## config.mk

```make
export PLATFORM = sky130hd
export DESIGN_NAME = pipe_stage_skid_flat
export DESIGN_NICKNAME = d
export VERILOG_FILES = /design/src/rtl/pipe_stage_skid_pkg.sv /design/src/rtl/pipe_stage_skid_if.sv /design/src/rtl/pipe_stage_skid_sat_counter.sv /design/src/rtl/pipe_stage_skid.sv /design/src/flat_wrapper.sv
export SDC_FILE = /design/constraint.sdc
export NUM_CORES = 1
export LEC_CHECK = 0
export ABC_AREA = 1
export CAP_MARGIN = 30
export CORE_ASPECT_RATIO = 1.75
export CORE_MARGIN = 2
export CORE_UTILIZATION = 49
export DETAILED_ROUTE_END_ITERATION = 16
export PLACE_DENSITY = 0.83
export SETUP_SLACK_MARGIN = 0.02
export SLEW_MARGIN = 10
export SYNTH_ARGS = -nofsm -noshare
export SYNTH_HDL_FRONTEND = slang
export SYNTH_SLANG_ARGS = --single-unit
```

## constraint.sdc

```tcl
create_clock -name clk -period 43.9 [get_ports clk]
set_input_delay 13.17 -clock clk [delete_from_list [all_inputs] [get_ports clk]]
set_output_delay 13.17 -clock clk [all_outputs]
set_load 0.02 [all_outputs]
```

## src/rtl/pipe_stage_skid_pkg.sv

```systemverilog
// Shared types and defaults for the inter-stage pipeline register.
package pipe_stage_skid_pkg;

  typedef enum logic [1:0] {
    EMPTY = 2'd0,
    ONE   = 2'd1,
    TWO   = 2'd2
  } skid_state_e;

  localparam int PAYLOAD_W  = 160;
  localparam int PERF_CNT_W = 16;

endpackage

```

## src/rtl/pipe_stage_skid_if.sv

```systemverilog
// Valid/ready payload stream between two pipeline stages.
interface pipe_stage_skid_if
  import pipe_stage_skid_pkg::*;
#(
  parameter int DATA_W = PAYLOAD_W
) ();

  logic              valid;
  logic              ready;
  logic [DATA_W-1:0] data;

  modport master (output valid, output data, input ready);
  modport slave  (input valid, input data, output ready);

endinterface

```

## src/rtl/pipe_stage_skid_sat_counter.sv

```systemverilog
// Saturating up-counter used for the stall/bubble performance monitors.
module pipe_stage_skid_sat_counter #(
  parameter int CNT_W = 16
) (
  input  logic             clk,
  input  logic             rst,
  input  logic             inc,
  output logic [CNT_W-1:0] cnt
);

  always_ff @(posedge clk) begin
    if (rst) begin
      cnt <= '0;
    end else if (inc && (cnt != '1)) begin
      cnt <= cnt + 1'b1;
    end
  end

endmodule

```

## src/rtl/pipe_stage_skid.sv

```systemverilog
// Inter-stage pipeline register with optional 2-entry skid buffer, flush-to-NOP
// and saturating stall/bubble counters.
module pipe_stage_skid
  import pipe_stage_skid_pkg::*;
#(
  parameter int                DATA_W      = PAYLOAD_W,
  parameter int                SKID        = 1,
  parameter logic [DATA_W-1:0] NOP_PAYLOAD = '0,
  parameter int                CNT_W       = PERF_CNT_W
) (
  input  logic                   clk,
  input  logic                   rst,
  input  logic                   flush,
  pipe_stage_skid_if.slave       up,
  pipe_stage_skid_if.master      dn,
  output logic [CNT_W-1:0]       stall_cnt,
  output logic [CNT_W-1:0]       bubble_cnt
);

  skid_state_e       state_q, state_d;
  logic [DATA_W-1:0] m_q, m_d;
  logic              dn_valid;
  logic              up_fire;
  logic              dn_fire;

  assign dn_valid = (state_q != EMPTY);
  assign up_fire  = up.valid && up.ready;
  assign dn_fire  = dn_valid && dn.ready;

  // Bubble encoding: nothing stale ever leaves the stage.
  assign dn.valid = dn_valid;
  assign dn.data  = dn_valid ? m_q : NOP_PAYLOAD;

  // NOTE: sequential state uses non-blocking assignments so every flop samples pre-edge values.
  always_ff @(posedge clk) begin
    if (rst) state_q <= EMPTY;
    else     state_q <= state_d;
  end

  // NOTE: payload registers carry no reset; dn_valid qualifies them and dn.data is masked.
  always_ff @(posedge clk) m_q <= m_d;

  if (SKID != 0) begin : g_skid
    logic [DATA_W-1:0] s_q, s_d;
    logic              up_ready_q;

    // NOTE: every output of this block gets a default first, so no latches are inferred.
    always_comb begin
      state_d = state_q;
      m_d     = m_q;
      s_d     = s_q;
      unique case (state_q)
        EMPTY: begin
          if (up_fire) begin
            m_d     = up.data;
            state_d = ONE;
          end
        end
        ONE: begin
          if (up_fire && dn_fire) begin
            m_d = up.data;
          end else if (up_fire) begin
            s_d     = up.data;
            state_d = TWO;
          end else if (dn_fire) begin
            state_d = EMPTY;
          end
        end
        TWO: begin
          // up_ready is low here, so the only event is the older entry draining.
          if (dn_fire) begin
            m_d     = s_q;
            state_d = ONE;
          end
        end
        default: state_d = EMPTY;
      endcase
      if (flush) state_d = EMPTY;
    end

    always_ff @(posedge clk) s_q <= s_d;

    // Registered ready: computed from next state so it is exact, yet has no path from dn.ready.
    always_ff @(posedge clk) begin
      if (rst) up_ready_q <= 1'b1;
      else     up_ready_q <= (state_d != TWO);
    end

    assign up.ready = up_ready_q;
  end else begin : g_single
    assign up.ready = !dn_valid || dn.ready;

    always_comb begin
      state_d = state_q;
      m_d     = m_q;
      if (up_fire) begin
        m_d     = up.data;
        state_d = ONE;
      end else if (dn_fire) begin
        state_d = EMPTY;
      end
      if (flush) state_d = EMPTY;
    end
  end

  // Counters observe pre-flush dn_valid, so a flushed stall cycle still counts.
  pipe_stage_skid_sat_counter #(.CNT_W(CNT_W)) u_stall_cnt (
    .clk (clk),
    .rst (rst),
    .inc (dn_valid && !dn.ready),
    .cnt (stall_cnt)
  );

  pipe_stage_skid_sat_counter #(.CNT_W(CNT_W)) u_bubble_cnt (
    .clk (clk),
    .rst (rst),
    .inc (!dn_valid && dn.ready),
    .cnt (bubble_cnt)
  );

endmodule

```

## src/flat_wrapper.sv

```systemverilog
// flat-port wrapper written by rule: the top's interface ports become plain ports
module pipe_stage_skid_flat import pipe_stage_skid_pkg::*;
#(
  parameter int                DATA_W      = PAYLOAD_W,
  parameter int                SKID        = 1,
  parameter logic [DATA_W-1:0] NOP_PAYLOAD = '0,
  parameter int                CNT_W       = PERF_CNT_W
)
  (clk, rst, flush, stall_cnt, bubble_cnt, up_valid, up_data, up_ready, dn_valid, dn_data, dn_ready);
  pipe_stage_skid_if #(.DATA_W(DATA_W)) up_i ();
  pipe_stage_skid_if #(.DATA_W(DATA_W)) dn_i ();
  input  logic clk;
  input  logic rst;
  input  logic flush;
  output logic [CNT_W-1:0] stall_cnt;
  output logic [CNT_W-1:0] bubble_cnt;
  input wire logic [$bits(up_i.valid)-1:0] up_valid;
  input wire logic [$bits(up_i.data)-1:0] up_data;
  output wire logic [$bits(up_i.ready)-1:0] up_ready;
  output wire logic [$bits(dn_i.valid)-1:0] dn_valid;
  output wire logic [$bits(dn_i.data)-1:0] dn_data;
  input wire logic [$bits(dn_i.ready)-1:0] dn_ready;
  assign up_i.valid = up_valid;
  assign up_i.data = up_data;
  assign up_ready = up_i.ready;
  assign dn_valid = dn_i.valid;
  assign dn_data = dn_i.data;
  assign dn_i.ready = dn_ready;
  pipe_stage_skid #(.DATA_W(DATA_W), .SKID(SKID), .NOP_PAYLOAD(NOP_PAYLOAD), .CNT_W(CNT_W)) u_core (.clk(clk), .rst(rst), .flush(flush), .up(up_i), .dn(dn_i), .stall_cnt(stall_cnt), .bubble_cnt(bubble_cnt));
endmodule
```

**Yosys cells after proc, flatten, opt, wreduce, memory -nomap -nowiden**

Cells that the tools add are included.

- Bitwise operators: 1
- $add $sub $neg: 2
- Reduce and logical (&&, ||, !) cells: 14
- Eq/ne operators: 8
- Muxes and demuxes: 12

Operator list:

| operator | count |
|---|---|
| 160-bit two-way mux | 4 |
| 160-bit case mux with 3 select lines | 1 |
| 16-bit by 1-bit adder with 16-bit output (second input constant) | 2 |
| 16-bit inequality test (second input constant) | 2 |
| 2-bit two-way mux | 6 |
| 1-bit logical AND | 7 |
| 2-bit by 1-bit inequality test with 1-bit output (second input constant) | 3 |
| 2-bit case mux with 3 select lines | 1 |
| 4-bit AND reduction | 1 |
| 3-bit AND reduction | 1 |
| 3-bit nonzero test | 1 |
| 2-bit by 1-bit == test with 1-bit output (second input constant) | 1 |
| 2-bit == test (second input constant) | 1 |
| 1-bit logical NOT | 2 |
| 2-bit logical NOT | 1 |
| 2-bit inequality test (second input constant) | 1 |
| 2-bit nonzero test | 1 |
| 1-bit NOT | 1 |

- Register bits after elaboration: 355
- Word-level logic and storage cells: 43
- Input bits: 165
- Output and inout port bits: 194

**Longest topological paths before layout**

- Word-level depth: 8
- Depth in mapped cells: 9

**By module**

From an unflattened synthesis, not the netlist that was laid out.

- Cell total of the unflattened synthesis: 1,515
- Area total of the unflattened synthesis: 15,205.8 sq um

By module, submodules not included:

| module | cells an instance | sequential area each (sq um) | times used | area each (sq um) |
|---|---|---|---|---|
| pipe_stage_skid | 1,217 | 9,669.3 | 1 | 13,346.6 |
| pipe_stage_skid_sat_counter | 149 | 320.3 | 2 | 929.6 |

**Worst setup path before layout**

Ideal clock, no wire load.

- Path type: input -> register
- From: input port dn_ready
- To: register u_core.g_skid.s_q[0], enable pin
- Arrival time: 24.189 ns
- Setup slack: 18.834 ns
- Stages on the path: 1
- Path buffers: 0
- Cell sequence: nor3_1

- Word-level cells in the longest chain between the ends: 4

Ends and longest elaborated chain:

| what | line | source |
|---|---|---|
| start: declaration | flat_wrapper.sv:22 | `input wire logic [$bits(dn_i.ready)-1:0] dn_ready;` |
| 1-bit logical AND | pipe_stage_skid.sv:28 | `assign dn_fire = dn_valid && dn.ready;` |
| 1-bit logical AND | pipe_stage_skid.sv:60 | `if (up_fire && dn_fire) begin` |
| 1-bit NOT (no source line) | n/a |  |
| 3-bit AND reduction (no source line) | n/a |  |
| end signal: assignment | pipe_stage_skid.sv:81 | `always_ff @(posedge clk) s_q <= s_d;` |
| end: declaration | pipe_stage_skid.sv:44 | `logic [DATA_W-1:0] s_q, s_d;` |

No other way between the ends.
A chain may end at the register's enable or synchronous reset.

**Worst setup path in the final report**

- From: register u_core.state_q[0]
- To: output port dn_data[19]

- Word-level cells in the longest chain between the ends: 2

Ends and longest elaborated chain:

| what | line | source |
|---|---|---|
| start: declaration | pipe_stage_skid.sv:20 | `skid_state_e state_q, state_d;` |
| start signal: assignment | pipe_stage_skid.sv:37 | `else state_q <= state_d;` |
| 2-bit nonzero test | pipe_stage_skid.sv:26 | `assign dn_valid = (state_q != EMPTY);` |
| 160-bit two-way mux | pipe_stage_skid.sv:32 | `assign dn.data = dn_valid ? m_q : NOP_PAYLOAD;` |
| end: declaration | flat_wrapper.sv:21 | `output wire logic [$bits(dn_i.data)-1:0] dn_data;` |

No other way between the ends.

==> metrics.md <==
| Metric | Value |
|---|---|
| Status | complete, no violations |
| Max IR drop VDD | 36.4 uV |
| Crit-path max cell delay | 0.82 ns |
| CTS tree | done |
| Endpoints failing hold | 0 |
| Final ANT Viol Nets | 0 |
| GRT Util Overall | 22.4% |
| PortBufs | 358 |
| CP max FO | 89 |
| CTS Buf Count | 34 |
| Wire per inst | 16.4 um |
| WP data required | 30.73 ns |
| Critical path origin | u_core.state_q[0] |
| Max Clk Rate | 0.0610 GHz |
| Top cells by count, synth | nand2_1 (588), edfxtp_1 (320), nor2_1 (212), inv_1 (183), clkbuf_1 (37) |
| Congestion Overflow GR | 0 |
| Top-count cell post-synth | nand2_1 |
| Final setup viols | 0 |
| Fin worst setup slack | 27.50 ns |
| Clock Sinks | 355 |
| Final period utilization | 37.4% |
| Layout cell share with drive strength beyond 1 | 3.82% |
| Pins Over Slew Limit | 0 |
| Crit path capture type | primary output |
| Max-slew headroom | 36.1% |
| Least-Margin Pin Slew | 0.958 ns |
| Startpoint types | flop |
| Area Growth Syn to Fin | 34.4% |
| Yosys top cell by area | edfxtp_1 |
| Initial antenna violation count | 4 |
| DR iter-0 viols | 729 |
| Rows | 84 |
| First-pass GRT wire length | 54900 um |
| Root Buffer | clkbuf_16 |
| CP max-delay cell | buf_4 |
| Max Clock Skew | 0.0255 ns |
| RR Endpoint | u_core.m_q[26] |
| Clock Latency Late Sink | 0.51 ns |
| Area after DPL | 18700 sq um |
| Synth warn | 0 |
| Flop2flop setup slack | 40.78 ns |
| Top post-synthesis cells by area | edfxtp_1 (65%), nand2_1 (15%), nor2_1 (5.4%), dfxtp_1 (4.7%), inv_1 (4.6%) |
| Max cap viols | 0 |
| Final Core Density | 66.6% |
| DIE AREA | 31700 sq um |
| Syn nets | 1655 |
| Largest net degree at the start of global routing | 162 |
| Mapped Cells | 1488 |
| Total core area | 29800 sq um |
| Hold buffer count at cts | 0 |
| Worst-path clk slew | 0.06 ns |
| Vias per std cell | 4.92 |
| Worst r2r src | u_core.state_q[0] |
| Static Leak | 8.19 nW |
| Hold depth | 2 |
| HPWL Detailed | 24300 um |
| I/O Pins | 359 |
| Crit path buffers/inverters | 3 |
| PD cells | 37.7 nW/um^2 |
| Worst Path Arrival | 3.23 ns |
| Mean Syn Cell Area | 9.95 sq um |
| H-tree levels | 2 |
| Routed WL | 36900 um |
| Hold Path Class | reg -> reg |
| GPL Wtd Cong | 0.883 |
| WHS Endpoint | u_core.m_q[145] |
| Share of the synthesized area in the top cell type | 64.9% |
| Setup TNS | 0 ns |
| Fin nets | 2000 |
| Tmin final | 16.40 ns |
| Die width | 135 um |
| Number of global-route vias before repair | 10700 |
| FF-to-FF path depth | 8 |
| Max clock buf depth | 3 |
| Resized cells post-CTS | 0 |
| Initial Utilization | 49.6% |
| Post-synthesis cell type count | 26 |
| Critical Path, Cell by Cell | nor2_4, buf_4, buf_4, nor2_1, clkdlybuf4s50_1 |
| Post-CTS setup buffer count | 0 |
| Sequential share of the synthesized area | 69.7% |
| Synth Flop Type | edfxtp_1 |
| Crit-path most repeated cell | buf_4 |
| Post-synth ARST share | 0% |
| First-pass detailed-route iteration total | 4 |
| Total Power | 0.000750 W |
| RSZ-0062 raised after global routing | false |
| Post-Place Setup Slack | 28.00 ns |
| Synthesized area | 14800 sq um |
| Remaining routing DRC violations | 0 |
| Die Y-Extent | 234 um |
| Design Area, Final | 19900 sq um |
| Delay-heaviest family, CP | buffers and inverters |
| Post-synth EDFFs | 320 |
| Vias | 11100 |
| Yosys reg bits | 355 |
| Critical setup path kind | reg -> out |
| Hold Startpoint | u_core.g_skid.s_q[145] |
## cells in the final DEF, fill, tap and decap left out, types with 4 or more instances in the layout
cell and count:
nand4_1 12, nor2_1 211, inv_1 183, clkbuf_1 9
buf_4 5, inv_2 4, clkinv_2 5, nand2_1 588
nand3_1 21, a21oi_1 24, nor2_4 5, diode_2 6
edfxtp_1 320, xnor2_1 6, xor2_1 6, dfxtp_1 35
clkbuf_16 36, clkdlybuf4s50_1 358
## power by group
part	internal (W)	switching, W
clock network	0.000174	0.000122
logic	0.0000300	0.0000363
registers	0.000384	0.00000386
total	0.000587	0.000163
## flip-flops by register name (all words and copies together), names as in the netlist
name,cells
u_core.g_skid.s_q,160
u_core.m_q,160
u_core.state_q,2
u_core.u_bubble_cnt.cnt,16
u_core.u_stall_cnt.cnt,16
u_core.up.ready,1
## worst register-to-register path: cells and delay by family (launching register included)
family	cells	cell delay [ns]
and+or+nand+nor	4	0.59
buffers and inverters	4	1.75
DFF	1	0.38
## kinds of logic after synthesis
group                      share of synthesized area (%)
AOI/OAI and AO/OA                                   1.08
and+or+nand+nor                                     21.9
DFF                                                 69.7
buffers and inverters                               6.45
xor gates and xnor gates                           0.710
adders and majority gates                          0.169
## worst max path at each step
stage | endpoint | slack (ns) | depth (start not counted)
2_1_floorplan | u_core.g_skid.s_q[0] | 18.83 | 1
3_3_place_gp | u_core.m_q[39] | 27.74 | 6
3_5_place_dp | dn_data[19] | 28.00 | 5
4_1_cts | dn_data[19] | 27.43 | 5
5_1_grt | dn_data[82] | 27.30 | 5
6_report | dn_data[19] | 27.50 | 5
## metrics by stage
stage	hold slack, ns	instances
6_report	0.512	2251
5_1_grt	0.526	2249
4_1_cts	0.516	2244
3_5_place_dp	0.501	2183
3_3_place_gp	0.501	2182
2_1_floorplan	0.494	1488
## cell type report
| type | count | area (sq um) |
|---|---|---|
| Multi-Input combinational cell | 886 | 3550 |
| Clock inverter | 13 | 145 |
| Fill cell | 2294 | 9960 |
| Timing Repair Buffer | 367 | 3700 |
| Antenna cell | 6 | 15.0 |
| Clock buffer | 48 | 976 |
| Inverter | 189 | 712 |
| Sequential cell | 355 | 10300 |
| Tap cell | 387 | 484 |
## routing by layer
| metal | track usage [%] | wire, um | share of wire (%) |
|---|---|---|---|
| met3 | 4.63 | 2400 | 6.5 |
| met5 | 0 | 0 | 0 |
| met1 | 24.7 | 13100 | 35 |
| met4 | 13.1 | 2300 | 6.2 |
| met2 | 39.8 | 19100 | 52 |
No activity file was read; power rests on OpenSTA's default activity.
